===== src/rtl/uart_pkg.sv =====
// ============================================================================
// Module  : uart_pkg
// Brief   : Shared UART constants, receiver state encoding and helpers.
// Revision: 1.0
// ============================================================================
`default_nettype none

package uart_pkg;

    localparam int PAR_NONE = 0;
    localparam int PAR_ODD  = 1;
    localparam int PAR_EVEN = 2;

    typedef enum logic [2:0] {
        ST_IDLE   = 3'd0,
        ST_START  = 3'd1,
        ST_DATA   = 3'd2,
        ST_PARITY = 3'd3,
        ST_STOP   = 3'd4,
        ST_BREAK  = 3'd5
    } rx_state_t;

    // Rounded clocks-per-tick divider.
    function automatic int calc_div(input int clk_hz, input int baud, input int oversample);
        int den;
        den = baud * oversample;
        return (clk_hz + den / 2) / den;
    endfunction

    function automatic logic maj3(input logic a, input logic b, input logic c);
        return (a & b) | (a & c) | (b & c);
    endfunction

endpackage

`default_nettype wire


===== src/rtl/uart_rx_fifo_if.sv =====
// ============================================================================
// Module  : uart_rx_fifo_if
// Brief   : Read-side and status bundle between the UART receiver and consumer.
// Revision: 1.0
// ============================================================================
`default_nettype none

interface uart_rx_fifo_if #(
    parameter int DATA_BITS  = 8,
    parameter int FIFO_DEPTH = 16
);
    logic                          rd_en;
    logic [DATA_BITS-1:0]          rd_data;
    logic                          rd_valid;
    logic [$clog2(FIFO_DEPTH):0]   fifo_count;
    logic                          overrun;
    logic                          frame_err;
    logic                          parity_err;

    modport master (
        input  rd_en,
        output rd_data, rd_valid, fifo_count, overrun, frame_err, parity_err
    );

    modport slave (
        output rd_en,
        input  rd_data, rd_valid, fifo_count, overrun, frame_err, parity_err
    );
endinterface

`default_nettype wire


===== src/rtl/sync_fifo.sv =====
// ============================================================================
// Module  : sync_fifo
// Brief   : Single-clock first-word-fall-through FIFO with occupancy count.
// Revision: 1.0
// ============================================================================
`default_nettype none

module sync_fifo #(
    parameter int WIDTH = 8,
    parameter int DEPTH = 16
) (
    input  logic                     clk,
    input  logic                     rst_n,
    input  logic                     wr_en,
    input  logic [WIDTH-1:0]         wr_data,
    input  logic                     rd_en,
    output logic [WIDTH-1:0]         rd_data,
    output logic                     full,
    output logic                     empty,
    output logic [$clog2(DEPTH):0]   count
);
    localparam int AW = $clog2(DEPTH);

    logic [WIDTH-1:0] r_mem [DEPTH];
    logic [AW:0]      r_wr_ptr;
    logic [AW:0]      r_rd_ptr;
    logic             w_do_rd;
    logic             w_do_wr;

    assign empty   = (r_wr_ptr == r_rd_ptr);
    assign full    = (r_wr_ptr[AW] != r_rd_ptr[AW]) && (r_wr_ptr[AW-1:0] == r_rd_ptr[AW-1:0]);
    assign count   = r_wr_ptr - r_rd_ptr;
    assign w_do_rd = rd_en && !empty;
    // A pop in the same cycle frees the slot, so a full FIFO can still accept.
    assign w_do_wr = wr_en && (!full || w_do_rd);
    assign rd_data = empty ? '0 : r_mem[r_rd_ptr[AW-1:0]];

    always_ff @(posedge clk) begin
        if (w_do_wr) begin
            r_mem[r_wr_ptr[AW-1:0]] <= wr_data;
        end
    end

    always_ff @(posedge clk or negedge rst_n) begin
        if (!rst_n) begin
            r_wr_ptr <= '0;
            r_rd_ptr <= '0;
        end else begin
            if (w_do_wr) r_wr_ptr <= r_wr_ptr + (AW+1)'(1);
            if (w_do_rd) r_rd_ptr <= r_rd_ptr + (AW+1)'(1);
        end
    end

endmodule

`default_nettype wire


===== src/rtl/uart_rx_fifo.sv =====
// ============================================================================
// Module  : uart_rx_fifo
// Brief   : Oversampled UART receiver with majority vote, FWFT FIFO and RTS.
// Revision: 1.0
// ============================================================================
`default_nettype none

module uart_rx_fifo
    import uart_pkg::*;
#(
    parameter int CLK_HZ     = 12000000,
    parameter int BAUD       = 115200,
    parameter int OVERSAMPLE = 8,
    parameter int DATA_BITS  = 8,
    parameter int PARITY     = 0,
    parameter int STOP_BITS  = 1,
    parameter int FIFO_DEPTH = 16,
    parameter int RTS_MARGIN = 4
) (
    input  logic              CLK,
    input  logic              reset_n,
    input  logic              rx,
    output logic              rts_n,
    uart_rx_fifo_if.master    bus
);
    localparam int DIV       = calc_div(CLK_HZ, BAUD, OVERSAMPLE);
    localparam int DIV_W     = (DIV > 1) ? $clog2(DIV) : 1;
    localparam int OS_W      = $clog2(OVERSAMPLE);
    localparam int HALF      = OVERSAMPLE / 2;
    localparam int CNT_W     = $clog2(FIFO_DEPTH) + 1;
    localparam int RTS_LEVEL = FIFO_DEPTH - RTS_MARGIN;

    logic                 r_rx_meta, r_rx_sync, r_rx_prev;
    logic [DIV_W-1:0]     r_div_cnt;
    rx_state_t            r_state, w_state_next;
    logic [OS_W-1:0]      r_os_cnt;
    logic                 r_samp_a, r_samp_b;
    logic [2:0]           r_bit_cnt;
    logic                 r_stop_cnt;
    logic                 r_par_err;
    logic [DATA_BITS-1:0] r_shift;
    logic                 r_rts_n;

    logic w_tick, w_vote, w_mid, w_bit_end, w_last_stop, w_par_bad;
    logic w_clr_os, w_commit, w_frame_err, w_parity_err;
    logic w_fifo_full, w_fifo_empty;
    logic [CNT_W-1:0] w_fifo_count;

    assign w_tick      = (r_div_cnt == DIV_W'(DIV - 1));
    assign w_mid       = w_tick && (r_os_cnt == OS_W'(HALF + 1));
    assign w_bit_end   = w_tick && (r_os_cnt == OS_W'(OVERSAMPLE - 1));
    assign w_vote      = maj3(r_samp_a, r_samp_b, r_rx_sync);
    assign w_last_stop = (STOP_BITS == 1) || r_stop_cnt;
    assign w_par_bad   = (PARITY == PAR_ODD) ? ~(^r_shift ^ w_vote) : (^r_shift ^ w_vote);

    always_comb begin
        w_state_next = r_state;
        w_clr_os     = 1'b0;
        w_commit     = 1'b0;
        w_frame_err  = 1'b0;
        w_parity_err = 1'b0;
        case (r_state)
            ST_IDLE: begin
                w_clr_os = 1'b1;
                if (r_rx_prev && !r_rx_sync) w_state_next = ST_START;
            end
            ST_START: begin
                if (w_mid && w_vote)  w_state_next = ST_IDLE;
                else if (w_bit_end)   w_state_next = ST_DATA;
            end
            ST_DATA: begin
                if (w_bit_end && (r_bit_cnt == 3'(DATA_BITS - 1)))
                    w_state_next = (PARITY != PAR_NONE) ? ST_PARITY : ST_STOP;
            end
            ST_PARITY: begin
                if (w_bit_end) w_state_next = ST_STOP;
            end
            ST_STOP: begin
                // Commit at mid-bit so a following start edge is never missed.
                if (w_mid) begin
                    if (!w_vote) begin
                        w_frame_err  = 1'b1;
                        w_parity_err = r_par_err;
                        w_state_next = ST_BREAK;
                    end else if (w_last_stop) begin
                        w_parity_err = r_par_err;
                        w_commit     = !r_par_err;
                        w_state_next = ST_IDLE;
                    end
                end
            end
            ST_BREAK: begin
                if (!r_rx_sync)     w_clr_os     = 1'b1;
                else if (w_bit_end) w_state_next = ST_IDLE;
            end
            default: w_state_next = ST_IDLE;
        endcase
    end

    always_ff @(posedge CLK or negedge reset_n) begin
        if (!reset_n) begin
            r_rx_meta  <= 1'b1;
            r_rx_sync  <= 1'b1;
            r_rx_prev  <= 1'b1;
            r_div_cnt  <= '0;
            r_state    <= ST_IDLE;
            r_os_cnt   <= '0;
            r_samp_a   <= 1'b1;
            r_samp_b   <= 1'b1;
            r_bit_cnt  <= '0;
            r_stop_cnt <= 1'b0;
            r_par_err  <= 1'b0;
            r_shift    <= '0;
            r_rts_n    <= 1'b1;
        end else begin
            r_rx_meta <= rx;
            r_rx_sync <= r_rx_meta;
            r_rx_prev <= r_rx_sync;
            r_div_cnt <= w_tick ? '0 : r_div_cnt + DIV_W'(1);
            r_state   <= w_state_next;
            r_rts_n   <= (w_fifo_count >= CNT_W'(RTS_LEVEL));

            if (w_clr_os)    r_os_cnt <= '0;
            else if (w_tick) r_os_cnt <= (r_os_cnt == OS_W'(OVERSAMPLE - 1)) ? '0 : r_os_cnt + OS_W'(1);

            if (w_tick && (r_os_cnt == OS_W'(HALF - 1))) r_samp_a <= r_rx_sync;
            if (w_tick && (r_os_cnt == OS_W'(HALF)))     r_samp_b <= r_rx_sync;

            if (r_state == ST_START) begin
                r_bit_cnt  <= '0;
                r_stop_cnt <= 1'b0;
                r_par_err  <= 1'b0;
            end
            if (r_state == ST_DATA) begin
                if (w_mid)     r_shift   <= {w_vote, r_shift[DATA_BITS-1:1]};
                if (w_bit_end) r_bit_cnt <= r_bit_cnt + 3'd1;
            end
            if ((r_state == ST_PARITY) && w_mid) r_par_err  <= w_par_bad;
            if ((r_state == ST_STOP) && w_bit_end) r_stop_cnt <= 1'b1;
        end
    end

    sync_fifo #(
        .WIDTH (DATA_BITS),
        .DEPTH (FIFO_DEPTH)
    ) u_fifo (
        .clk     (CLK),
        .rst_n   (reset_n),
        .wr_en   (w_commit),
        .wr_data (r_shift),
        .rd_en   (bus.rd_en),
        .rd_data (bus.rd_data),
        .full    (w_fifo_full),
        .empty   (w_fifo_empty),
        .count   (w_fifo_count)
    );

    assign rts_n          = r_rts_n;
    assign bus.rd_valid   = !w_fifo_empty;
    assign bus.fifo_count = w_fifo_count;
    assign bus.overrun    = w_commit && w_fifo_full && !bus.rd_en;
    assign bus.frame_err  = w_frame_err;
    assign bus.parity_err = w_parity_err;

endmodule

`default_nettype wire


===== src/flat_wrapper.sv =====
// flat-port wrapper written by rule: the top's interface ports become plain ports
module uart_rx_fifo_flat import uart_pkg::*;
#(
    parameter int CLK_HZ     = 12000000,
    parameter int BAUD       = 115200,
    parameter int OVERSAMPLE = 8,
    parameter int DATA_BITS  = 8,
    parameter int PARITY     = 0,
    parameter int STOP_BITS  = 1,
    parameter int FIFO_DEPTH = 16,
    parameter int RTS_MARGIN = 4
)
  (CLK, reset_n, rx, rts_n, bus_rd_en, bus_rd_data, bus_rd_valid, bus_fifo_count, bus_overrun, bus_frame_err, bus_parity_err);
  uart_rx_fifo_if #(.DATA_BITS(DATA_BITS), .FIFO_DEPTH(FIFO_DEPTH)) bus_i ();
  input  logic CLK;
  input  logic reset_n;
  input  logic rx;
  output logic rts_n;
  input wire logic [$bits(bus_i.rd_en)-1:0] bus_rd_en;
  output wire logic [$bits(bus_i.rd_data)-1:0] bus_rd_data;
  output wire logic [$bits(bus_i.rd_valid)-1:0] bus_rd_valid;
  output wire logic [$bits(bus_i.fifo_count)-1:0] bus_fifo_count;
  output wire logic [$bits(bus_i.overrun)-1:0] bus_overrun;
  output wire logic [$bits(bus_i.frame_err)-1:0] bus_frame_err;
  output wire logic [$bits(bus_i.parity_err)-1:0] bus_parity_err;
  assign bus_i.rd_en = bus_rd_en;
  assign bus_rd_data = bus_i.rd_data;
  assign bus_rd_valid = bus_i.rd_valid;
  assign bus_fifo_count = bus_i.fifo_count;
  assign bus_overrun = bus_i.overrun;
  assign bus_frame_err = bus_i.frame_err;
  assign bus_parity_err = bus_i.parity_err;
  uart_rx_fifo #(.CLK_HZ(CLK_HZ), .BAUD(BAUD), .OVERSAMPLE(OVERSAMPLE), .DATA_BITS(DATA_BITS), .PARITY(PARITY), .STOP_BITS(STOP_BITS), .FIFO_DEPTH(FIFO_DEPTH), .RTS_MARGIN(RTS_MARGIN)) u_core (.CLK(CLK), .reset_n(reset_n), .rx(rx), .rts_n(rts_n), .bus(bus_i));
endmodule

===== config.mk =====
export PLATFORM = sky130hd
export DESIGN_NAME = uart_rx_fifo_flat
export DESIGN_NICKNAME = d
export VERILOG_FILES = /design/src/rtl/uart_pkg.sv /design/src/rtl/uart_rx_fifo_if.sv /design/src/rtl/sync_fifo.sv /design/src/rtl/uart_rx_fifo.sv /design/src/flat_wrapper.sv
export SDC_FILE = /design/constraint.sdc
export NUM_CORES = 1
export LEC_CHECK = 0
export ABC_AREA = 1
export ABC_CLOCK_PERIOD_IN_PS = 5170
export BUFFER_PORTS_ARGS = -buffer_cell sky130_fd_sc_hd__buf_2
export CAP_MARGIN = 0
export CORE_MARGIN = 1.5
export CORE_UTILIZATION = 40
export CTS_CLUSTER_DIAMETER = 100
export DETAILED_ROUTE_END_ITERATION = 12
export GPL_ROUTABILITY_DRIVEN = 0
export HOLD_SLACK_MARGIN = 0.02
export PLACE_DENSITY_LB_ADDON = 0.08
export SLEW_MARGIN = 5
export SYNTH_ARGS = -nofsm -noshare
export SYNTH_HDL_FRONTEND = slang
export SYNTH_SLANG_ARGS = --single-unit

===== constraint.sdc =====
create_clock -name CLK -period 5.17 [get_ports CLK]
set_input_delay 0.7755 -clock CLK [delete_from_list [all_inputs] [get_ports CLK]]
set_output_delay 0.7755 -clock CLK [all_outputs]
set_load 0.02 [all_outputs]

# Yosys cells after proc, flatten, opt, wreduce, memory -nomap -nowiden
# Memories as Yosys holds them, arrays and structs flattened.
# Index checks and enable logic that the tools add are counted.
dict set report classes {
  addsub 6
  n_lt_le_gt_ge 1
  eq_ne 21
  muxes 32
  bitwise_logic 6
  reduce_logical 25
}
# cell n
set op_table {}
lappend op_table {{3-bit 2-to-1 mux} 15}
lappend op_table {{3-bit equality test, second input constant} 6}
lappend op_table {{3-bit one-hot mux with 6 select lines} 1}
lappend op_table {{1-bit logical AND} 13}
lappend op_table {{1-bit 2-to-1 mux} 13}
lappend op_table {{2-bit by 1-bit inequality test with 1-bit output, second input constant} 6}
lappend op_table {{5-bit by 1-bit adder with 5-bit output, second input constant} 2}
lappend op_table {{3-bit by 2-bit equality test with 1-bit output, second input constant} 3}
lappend op_table {{8-bit 2-to-1 mux} 1}
lappend op_table {{8-bit parity} 1}
lappend op_table {{7-bit AND reduction} 1}
lappend op_table {{3-bit by 1-bit adder with 3-bit output, second input constant} 2}
lappend op_table {{5-bit equality test} 1}
lappend op_table {{5-bit by 4-bit greater-or-equal comparator with 1-bit output, second input constant} 1}
lappend op_table {{1-bit zero test} 5}
lappend op_table {{5-bit subtractor} 1}
lappend op_table {{4-bit by 1-bit adder with 4-bit output, second input constant} 1}
lappend op_table {{4-bit equality test} 1}
lappend op_table {{4-bit equality test, second input constant} 1}
lappend op_table {{4-bit 2-to-1 mux} 1}
lappend op_table {{2-bit nonzero test} 2}
lappend op_table {{1-bit bitwise AND} 3}
lappend op_table {{3-bit by 1-bit equality test with 1-bit output, second input constant} 1}
lappend op_table {{3-bit zero test} 1}
lappend op_table {{other kinds (7)} 8}
dict set report word_totals {
  reg_bits 38
  ramBits 128
  in_bits 4
  elab_cells 106
  memories 1
}
# name depth word_bits rd rd_ports_with_merged_regs write_ports line_no
set memory_table {}
lappend memory_table {u_core.u_fifo.r_mem 16 8 1 0 1 sync_fifo.sv:24} ;# logic [WIDTH-1:0] r_mem [DEPTH];

# Longest topological paths before layout
# Gate-level depths: netlist of the first run.
dict set report logic_depth {
  ltp_word 9
  depth_mapped 11
  ltp_nobuf 11
}

# By module
# A second synthesis of the first run with hierarchy kept.
dict set report hier_totals {
  hier_cells 843
  hier_area_um2 7948.9
}
# module n_inst cells_per_inst area_each_um2 seq_area_each_um2
set by_module_without_submodules {}
lappend by_module_without_submodules {sync_fifo 1 634 6329.8 4093.9}
lappend by_module_without_submodules {uart_rx_fifo 1 209 1619.1 708.2}

# Worst setup path before layout of the first run
# Ideal clock, no wire load.
dict set report synth_timing {
  kind {flip-flop to output port}
  startpoint {register u_core.u_fifo.r_rd_ptr[2]}
  endpoint {output bus_overrun}
  arrival_time_ns 2.156
  required_ns 4.394
  path_slack_ns 2.238
  path_stages_with_launch 8
  path_cell_list {dfrtp_1 > clkbuf_1 > inv_2 > ha_1 > nand4_1 > nor2_1 > nand2_1 > nor4_1}
}
dict set report synth_via {
  elab_chain_cells 4
}
# element line_no
set synth_rtl {}
lappend synth_rtl {{start: declaration} sync_fifo.sv:26} ;# logic [AW:0] r_rd_ptr;
lappend synth_rtl {{start signal: assignment} sync_fifo.sv:50} ;# if (w_do_rd) r_rd_ptr <= r_rd_ptr + (AW+1)'(1);
lappend synth_rtl {{4-bit equality test} sync_fifo.sv:31} ;# assign full = (r_wr_ptr[AW] != r_rd_ptr[AW]) && (r_wr_ptr[AW-1:0] == r_rd_ptr[AW-1:0]);
lappend synth_rtl {{1-bit logical AND} sync_fifo.sv:31}
lappend synth_rtl {{1-bit logical AND (2 in series)} uart_rx_fifo.sv:161} ;# assign bus.overrun = w_commit && w_fifo_full && !bus.rd_en;
lappend synth_rtl {{end: declaration} flat_wrapper.sv:23} ;# output wire logic [$bits(bus_i.overrun)-1:0] bus_overrun;
# No other way between the ends.

# Worst setup path in the final report of the first run
dict set report layout_timing {
  startpoint {register u_core.u_fifo.r_rd_ptr[0]}
  endpoint {output bus_fifo_count[4]}
}
dict set report layout_via {
  elab_chain_cells 1
}
# element line_no
set layout_rtl {}
lappend layout_rtl {{5-bit subtractor} sync_fifo.sv:32} ;# assign count = r_wr_ptr - r_rd_ptr;
lappend layout_rtl {{end: declaration} flat_wrapper.sv:22} ;# output wire logic [$bits(bus_i.fifo_count)-1:0] bus_fifo_count;
# No other way between the ends.

==> results.py, run 1 <==
metrics = {
    "drt": {
        "postRouteAntennaNets": 0,
        "routed_wl_mm": 18.1,
        "vias": 5022,
        "drtIter0Drc": 481,
        "viasPerCell": 5.15,
        "drt_pre_antenna_iters": 9,
        "drc_errors": 2,
        "wl_per_cell_um": 18.5,
    },
    "floorplanning": {
        "core_region_area_sq_um": 18100,
        "die-height_um": 139,
        "rows": 49,
        "ios": 22,
        "start_util_pct": 41.2,
        "die_area_sq_um": 19400,
        "die_x_um": 139,
    },
    "logic_synthesis": {
        "postSynthAreaPerCell_sq_um": 10.4,
        "syn-cell-area_sq_um": 7450,
        "yosys-top-cells-count": "nor2_1, edfxtp_1, nand2_1, o21ai_0, inv_1",
        "yosysWarnings": 0,
        "synth_cells": 713,
        "synth_most_common_cell": "nor2_1",
        "synth_top_cell_by_area": "edfxtp_1",
        "synth_cell_types": 37,
        "synthesis.nets": 736,
        "synth-seq-cells": 166,
        "async_reset_ff_share_pct": 22.9,
        "ys.flop_type": "edfxtp_1",
        "yosysTopAreaCellShare_pct": 51.6,
        "synth_area_leaders": "edfxtp_1, dfrtp_1, nor2_1, nand2_1, o21ai_0",
        "synth_edf_count": 128,
        "ys_seq_area_share_pct": 64.5,
    },
    "grt": {
        "grt_max_degree": 69,
        "gr-total-overflow": 0,
        "grt_pass1_wl_mm": 28.4,
        "grt_pass1_vias": 5020,
        "grt_usage_pct": 19.6,
        "antenna_found_initial": 0,
    },
    "sta": {
        "fmax_mhz": 289,
        "rsz0062_at_grt": "no",
        "fin_crit_ns": 3.46,
        "hold_viol": 0,
        "setup_ws_ns": 1.71,
        "setup_viol": 0,
        "drv_slew": 0,
        "relSlewSlack_pct": 31.9,
        "tns_ns": 0,
        "fin_skew_ns": 0.00680,
        "tightest_slew_ns": 1.02,
        "final.period_utilization_pct": 66.9,
    },
    "clocking": {
        "path_clk_slew_ns": 0.07,
        "h-tree-depth": 4,
        "cts_tree": "yes",
        "cts_resized": 0,
        "clock-root-buffer": "clkbuf_16",
        "postCtsSetupRepairBufs": 0,
        "clk_path_buf_depth": 2,
        "cts_made_buffers": 17,
        "insertion_delay_ns": 0.43,
        "ctsHoldBuffers": 0,
        "clock-sinks": 166,
    },
    "worst_setup_path": {
        "cp.arrival_ns": 2.68,
        "crit_required_ns": 4.39,
        "endpoint_kind": "output port",
        "critical_path_class": "flip-flop to output port",
        "cp-start-kind": "flip-flop",
        "path_max_fanout": 68,
    },
    "final_layout": {
        "area_delta_synth_final_pct": 12.2,
        "final_nets": 757,
        "drive_above_1_share_pct": 11.1,
        "num_antenna_cells": 0,
        "fin_util_pct": 46.2,
    },
    "flow_run": {
        "cap_violations": 0,
    },
    "place": {
        "dp_hpwl_mm": 12.2,
        "io_buffers": 21,
        "post-place-ws_ns": 2.08,
    },
    "power_and_ir_drop": {
        "ir_drop_mv": 0.257,
        "powerDensity_nw_per_um2": 499,
        "leakage_uw": 0.00353,
    },
    "status": {
        "status": "complete, but fails checks",
        "violations": "design-rule violations",
    },
    "hold_path": {
        "hp-class": "flip-flop to flip-flop",
    },
}
-- layer usage --
layer  up-vias  share of wire, %  wire length, um  track usage, %
met5         -                 0                0               0
met4         0               1.8              325            6.16
met3        23               3.6              645            4.16
met2        96                47             8550            30.9
met1      2448                47             8550            27.1
li1       2455                 -                -               -
-- layout by cell type (no fill, tap or decap), drive strengths merged, types with 4 or more instances in the layout --
cell type	instances
dfrtp	32
nor2	150
clkinv	4
o21ai	81
clkbuf	17
clkinvlp	4
buf	24
a21oi	18
nand2	131
inv	61
o211ai	16
dfstp	6
ha	18
nand3	28
edfxtp	128
xnor2	4
nand4	5
xor2	10
-- critical path, stage by stage (launching register included) --
cell and delay [ns]:
dfrtp_2 0.36, buf_4 0.56, ha_1 0.26, inv_1 0.06, fa_1 0.40, nand3_1 0.09
nand2_1 0.07, xnor2_1 0.23, buf_2 0.22
-- power breakdown --
group / total [uW] / switching, uW / internal [uW]
registers: 1510 / 50.0 / 1460
logic: 1400 / 972 / 429
clock network: 1250 / 571 / 684
-- flip-flops by register name, indices dropped and copies added (netlist names), 3 cells and up --
name / count
u_core.u_fifo.r_rd_ptr: 5
u_core.r_shift: 8
u_core.r_os_cnt: 3
u_core.u_fifo.r_wr_ptr: 5
u_core.r_state: 3
u_core.r_bit_cnt: 3
u_core.r_div_cnt: 4
u_core.u_fifo.r_mem: 128
-- final timing paths --
path | startpoint | endpoint | slack, ns | cells past startpoint
worst min-delay path | u_core.r_rx_meta | u_core.r_rx_sync | 0.36 | 0
worst max-delay path | u_core.u_fifo.r_rd_ptr[0] | bus_fifo_count[4] | 1.71 | 8
worst min register to register | u_core.r_rx_meta | u_core.r_rx_sync | 0.36 | 0
min in group asynchronous | reset_n | u_core.r_div_cnt[3] | 0.48 | 1
max in group asynchronous | reset_n | u_core.u_fifo.r_rd_ptr[0] | 4.06 | 1
worst max register to register | u_core.u_fifo.r_rd_ptr[2] | u_core.u_fifo.r_mem[8][6] | 2.08 | 9
-- cell families after synthesis --
kind of cell	Yosys count	synth area share (%)
compound gates	120	8.75
xor+xnor	14	1.65
simple gates	317	17.7
fa+ha+maj	19	3.29
buf+inv	77	4.08
flops	166	64.5
-- stage by stage --
step                total power, uW  cell area, sq um  std cells  hold WS [ns]
global placement               2940              7770        944         0.350
CTS                            4190              8360        976         0.363
detailed placement             2930              7770        944         0.352
floorplan                      2530              7450        713         0.345
finish                         4170              8360        976         0.359
global route                   4410              8360        976         0.363
-- area by class of cell --
| class | count | area (sq um) |
|---|---|---|
| well taps | 229 | 287 |
| inverters | 55 | 209 |
| repair buffers | 24 | 128 |
| fillers | 1698 | 9730 |
| flip-flops and latches | 166 | 4800 |
| multi-input cells | 470 | 2340 |
| clock inverters | 15 | 163 |
| clock buffers | 17 | 425 |
No activity file was read; power rests on OpenSTA's default activity.
==> run 2: changes to the inputs <==
- ABC_CLOCK_PERIOD_IN_PS: 5170 -> 2900
- clock period: 5.17 -> 2.9 ns (I/O delays scaled with it)
==> run 2 against run 1 <==
The flow still finishes with violations (design-rule violations). Flip-flop and latch count unchanged. Largest power group unchanged. Core utilization up 1.4 points. Register-to-register slack worse by 1.5 ns. Routed wire length down 2.7%. Cell area up 3.0%. Global-route usage down 0.21 points. Setup slack worse by 1.5 ns. First-iteration DRC count down 35%.
==> results.py, run 2 (synthesis results as in run 1) <==
metrics = {
    "sta": {
        "tightest_slew_ns": 0.891,
        "setup_viol": 0,
        "drv_slew": 0,
        "tns_ns": 0,
        "rsz0062_at_grt": "no",
        "holdWs_ns": 0.107,
        "relSlewSlack_pct": 40.6,
        "fin_skew_ns": 0.00755,
        "final.period_utilization_pct": 94.2,
        "fmax_mhz": 366,
        "fin_crit_ns": 2.73,
        "setup_ws_ns": 0.169,
        "hold_viol": 0,
    },
    "power_and_ir_drop": {
        "combPwrFrac_pct": 33.4,
        "powerDensity_nw_per_um2": 881,
        "sequentialPowerShare_pct": 36.2,
        "p_clk_share_pct": 30.4,
        "p_switching_uw": 2760,
        "leakage_uw": 0.00369,
        "swShare_pct": 36.4,
        "ir_drop_mv": 0.434,
        "p_int_uw": 4820,
    },
    "hold_path": {
        "hp-class": "input pin to flip-flop",
        "hold_start": "rx",
        "min_path_cells": 1,
        "hold_end": "u_core.r_rx_meta",
    },
    "clocking": {
        "cts_made_buffers": 17,
        "path_clk_slew_ns": 0.06,
        "clock-root-buffer": "clkbuf_16",
        "insertion_delay_ns": 0.43,
        "h-tree-depth": 4,
        "clk_path_buf_depth": 2,
        "postCtsSetupRepairBufs": 0,
        "clock-sinks": 166,
        "cts_tree": "yes",
    },
    "grt": {
        "grt_use_met2_pct": 32.3,
        "grt_usage_pct": 19.4,
        "grt_busiest_layer": "met2",
        "met1_usage_pct": 25.3,
        "met3_usage_pct": 4.20,
        "grt_max_degree": 65,
        "antenna_found_initial": 0,
        "grt_pass1_wl_mm": 28.3,
        "gr-total-overflow": 0,
        "grt_pass1_vias": 5149,
    },
    "final_layout": {
        "drive_above_1_share_pct": 14.1,
        "area_delta_synth_final_pct": 15.6,
        "num_antenna_cells": 0,
        "multiInputGateArea_sq_um": 2340,
        "nFillCells": 1670,
        "layout_commonest_cell": "nor2_1",
        "fin_util_pct": 47.6,
        "seqCellArea_sq_um": 4810,
        "largest_reg_flops": 128,
        "final_nets": 784,
        "final_cell_mix": "nor2_1, edfxtp_1, nand2_1",
    },
    "drt": {
        "postRouteAntennaNets": 0,
        "drc_errors": 2,
        "drt_pre_antenna_iters": 8,
        "wl_per_cell_um": 17.5,
        "routed_wl_mm": 17.6,
        "viasPerCell": 5.14,
        "drtIter0Drc": 311,
        "vias": 5155,
    },
    "worst_setup_path": {
        "worst-path-stages": 9,
        "critPathSlowestCell": "dfrtp_4",
        "cp-start-kind": "flip-flop",
        "crit_required_ns": 2.47,
        "cp_top_family": "buffers and inverters",
        "path_common_cell": "nand2_1",
        "r2r-start": "u_core.r_rx_sync",
        "path_max_fanout": 64,
        "path_cells": "clkinv_1 > buf_12 > o21ai_0 > nand2_1 > nand2_1 > nand2_1 > inv_1 > a21oi_1 > buf_2",
        "cp.arrival_ns": 2.30,
        "endpoint_kind": "output port",
        "critPathMaxStageDelay_ns": 0.59,
        "r2r_cells": 9,
        "ff2ff_setup_slack_ns": 0.55,
        "path_buf_inv": 4,
        "timing.rr.end": "u_core.u_fifo.r_mem[10][4]",
        "critical_path_class": "flip-flop to output port",
    },
    "floorplanning": {
        "ios": 22,
        "start_util_pct": 41.2,
        "core_region_area_sq_um": 18100,
        "die_area_sq_um": 19400,
        "rows": 49,
        "die_x_um": 139,
        "die-height_um": 139,
    },
    "place": {
        "post-place-ws_ns": 0.537,
        "io_buffers": 21,
        "dp_hpwl_mm": 11.9,
    },
    "status": {
        "violations": "design-rule violations",
        "status": "complete, but fails checks",
    },
    "flow_run": {
        "cap_violations": 0,
    },
}
## run 2: metal layers
metal  vias to the layer above  routed length, um
li1                       2510                  -
met1                      2548               8260
met3                        24                528
met2                        73               8530
met5                         -                  0
met4                         0                275
## run 2: cell type report
cell class / count / area share [%]
multi-input combinational: 470 / 27.2
clock inverter: 14 / 2.04
timing repair buffer: 51 / 4.17
tap: 229 / 3.33
clock buffer: 18 / 4.99
inverter: 55 / 2.43
sequential: 166 / 55.8
## run 2: worst max path at each step
stage	from	to	slack [ns]
detailed placement	u_core.u_fifo.r_rd_ptr[0]	bus_rd_data[7]	0.54
global route	u_core.u_fifo.r_rd_ptr[1]	bus_overrun	0.006
CTS	u_core.u_fifo.r_rd_ptr[0]	bus_rd_data[7]	0.08
global placement	u_core.u_fifo.r_rd_ptr[0]	bus_rd_data[7]	0.58
floorplan	u_core.u_fifo.r_rd_ptr[2]	bus_overrun	0.31
finish	u_core.u_fifo.r_rd_ptr[0]	bus_rd_data[6]	0.17
## run 2: power groups by stage
stage	sequential, uW	clock [uW]	combinational, uW
after global routing	2760	2440	2850
after CTS	2740	2350	2570
final	2740	2310	2530
after detailed placement	2790	0	2550
after floorplan	2730	0	1780
after global placement	2780	0	2560
## run 2: repair_timing
| action | CTS | global route |
|---|---|---|
| hold buffers | 0 | 0 |
| gates resized for setup | 0 | 2 |
| setup endpoints to repair | 0 | 9 |
| endpoints found under the hold margin | 0 | 0 |
## run 2: per-stage QoR
| step | std cells | area (sq um) | total power (uW) |
|---|---|---|---|
| 2_1_floorplan | 713 | 7450 | 4510 |
| 3_3_place_gp | 971 | 8000 | 5340 |
| 3_5_place_dp | 971 | 8000 | 5340 |
| 4_1_cts | 1003 | 8600 | 7660 |
| 5_1_grt | 1003 | 8610 | 8050 |
| 6_report | 1003 | 8610 | 7580 |
==> run 3: changes to the inputs <==
- PLACE_DENSITY: not set -> 0.66
- PLACE_DENSITY_LB_ADDON: 0.08 -> not set
==> run 3 against run 2 <==
The flow still finishes with violations (design-rule violations). First-iteration DRC count up 47%. Critical path depth down 2. Register-to-register slack better by 0.04 ns. Core utilization down 0.37 points. Total power down 2.0%. Setup slack better by 0.012 ns. Clock power down 6%. Count of clock-buffer cells in the layout unchanged. Final cell count about the same. Via count down 1.6%.
==> results.py, run 3 (synthesis results as in run 1) <==
metrics = {
    "final_layout": {
        "largest_reg_flops": 128,
        "drive_above_1_share_pct": 13.6,
        "num_antenna_cells": 0,
        "fin_cells": 1002,
        "area_delta_synth_final_pct": 14.7,
        "final_nets": 784,
        "final_cell_mix": "nor2_1, edfxtp_1, nand2_1",
        "layout_commonest_cell": "nor2_1",
    },
    "floorplanning": {
        "rows": 49,
        "ios": 22,
        "die_area_sq_um": 19400,
        "die-height_um": 139,
        "die_x_um": 139,
        "core_region_area_sq_um": 18100,
        "start_util_pct": 41.2,
    },
    "place": {
        "dp_hpwl_mm": 10.5,
        "placed_cells": 971,
        "post-place-ws_ns": 0.612,
        "io_buffers": 21,
    },
    "sta": {
        "fmax_mhz": 368,
        "relSlewSlack_pct": 43.0,
        "setup_viol": 0,
        "drv_slew": 0,
        "hold_viol": 0,
        "setup_ws_ns": 0.181,
        "final.period_utilization_pct": 93.7,
        "tns_ns": 0,
        "tightest_slew_ns": 0.855,
        "fin_crit_ns": 2.72,
        "fin_skew_ns": 0.0215,
        "rsz0062_at_grt": "no",
    },
    "worst_setup_path": {
        "cp.arrival_ns": 2.28,
        "endpoint_kind": "output port",
        "critical_path_class": "flip-flop to output port",
        "r2r_cells": 10,
        "path_cells": "inv_2 > ha_1 > nand4_1 > nor2_1 > nand2_1 > nor4_1 > buf_2",
        "critPathMaxStageDelay_ns": 0.39,
        "crit_required_ns": 2.47,
        "path_max_fanout": 10,
        "ff2ff_setup_slack_ns": 0.59,
        "critPathSlowestCell": "dfrtp_1",
        "r2r-start": "u_core.u_fifo.r_rd_ptr[2]",
        "cp-start-kind": "flip-flop",
        "timing.rr.end": "u_core.u_fifo.r_mem[2][0]",
    },
    "clocking": {
        "cts_tree": "yes",
        "ctsHoldBuffers": 0,
        "clock-root-buffer": "clkbuf_16",
        "cts_made_buffers": 17,
        "postCtsSetupRepairBufs": 0,
        "h-tree-depth": 4,
        "cts_resized": 0,
        "clk_path_buf_depth": 2,
        "path_clk_slew_ns": 0.06,
        "insertion_delay_ns": 0.44,
        "clock-sinks": 166,
    },
    "drt": {
        "drt_pre_antenna_iters": 10,
        "viasPerCell": 5.06,
        "drc_errors": 3,
        "drtIter0Drc": 457,
        "wl_per_cell_um": 16.3,
        "vias": 5070,
        "postRouteAntennaNets": 0,
        "routed_wl_mm": 16.4,
    },
    "power_and_ir_drop": {
        "total_power_uw": 7430,
        "ir_drop_mv": 0.607,
        "powerDensity_nw_per_um2": 870,
        "leakage_uw": 0.00367,
    },
    "grt": {
        "grt_pass1_wl_mm": 26.3,
        "grt_usage_pct": 17.8,
        "grt_pass1_vias": 4818,
        "gr-total-overflow": 0,
        "antenna_found_initial": 0,
        "grt_max_degree": 49,
    },
    "status": {
        "status": "complete, but fails checks",
        "violations": "design-rule violations",
    },
    "flow_run": {
        "cap_violations": 0,
    },
    "hold_path": {
        "hp-class": "input pin to asynchronous set/reset pin",
    },
}
==> run 3: area by class of cell <==
type / count / area [sq um]
Fill cell: 1628 / 9550
Sequential cell: 166 / 4800
Multi-Input combinational cell: 470 / 2340
Clock buffer: 18 / 429
Timing Repair Buffer: 51 / 334
Tap cell: 229 / 287
Inverter: 55 / 209
Clock inverter: 13 / 133
==> run 3: stage by stage <==
step                      hold slack, ns  utilization (%)  cell area, sq um
after detailed placement           0.354             44.1              7970
after floorplan                    0.139                -              7450
after global routing              0.0805             47.2              8540
after global placement             0.355             44.1              7970
final                             0.0929             47.2              8540
after CTS                         0.0875             47.2              8530
==> run 3: power by group <==
group	switching, uW	total (uW)	internal (uW)
Combinational	1740	2570	823
Sequential	75.2	2690	2610
Clock	917	2180	1260
==> run 3: worst max-delay path: cells and delay by family (launching register included) <==
kind,cells,cell delay (ns)
fa+ha+maj,1,0.37
simple gates,4,0.73
buf+inv,2,0.36
flops,1,0.39
==> run 3: worst max path at each step <==
stage / from / to / slack, ns
after floorplan: u_core.u_fifo.r_rd_ptr[2] / bus_overrun / 0.31
after CTS: u_core.u_fifo.r_rd_ptr[2] / bus_rd_data[2] / 0.12
final: u_core.u_fifo.r_rd_ptr[3] / bus_overrun / 0.18
after global routing: u_core.u_fifo.r_rd_ptr[2] / bus_overrun / 0.05
after detailed placement: u_core.u_fifo.r_rd_ptr[2] / bus_rd_data[2] / 0.61
after global placement: u_core.u_fifo.r_rd_ptr[2] / bus_rd_data[2] / 0.57
==> run 3: layer usage <==
| metal | global-route usage (%) | wire, um |
|---|---|---|
| met1 | 25.4 | 7730 |
| met2 | 27.3 | 7600 |
| met3 | 3.96 | 907 |
| met4 | 5.21 | 148 |
| met5 | 0 | 0 |
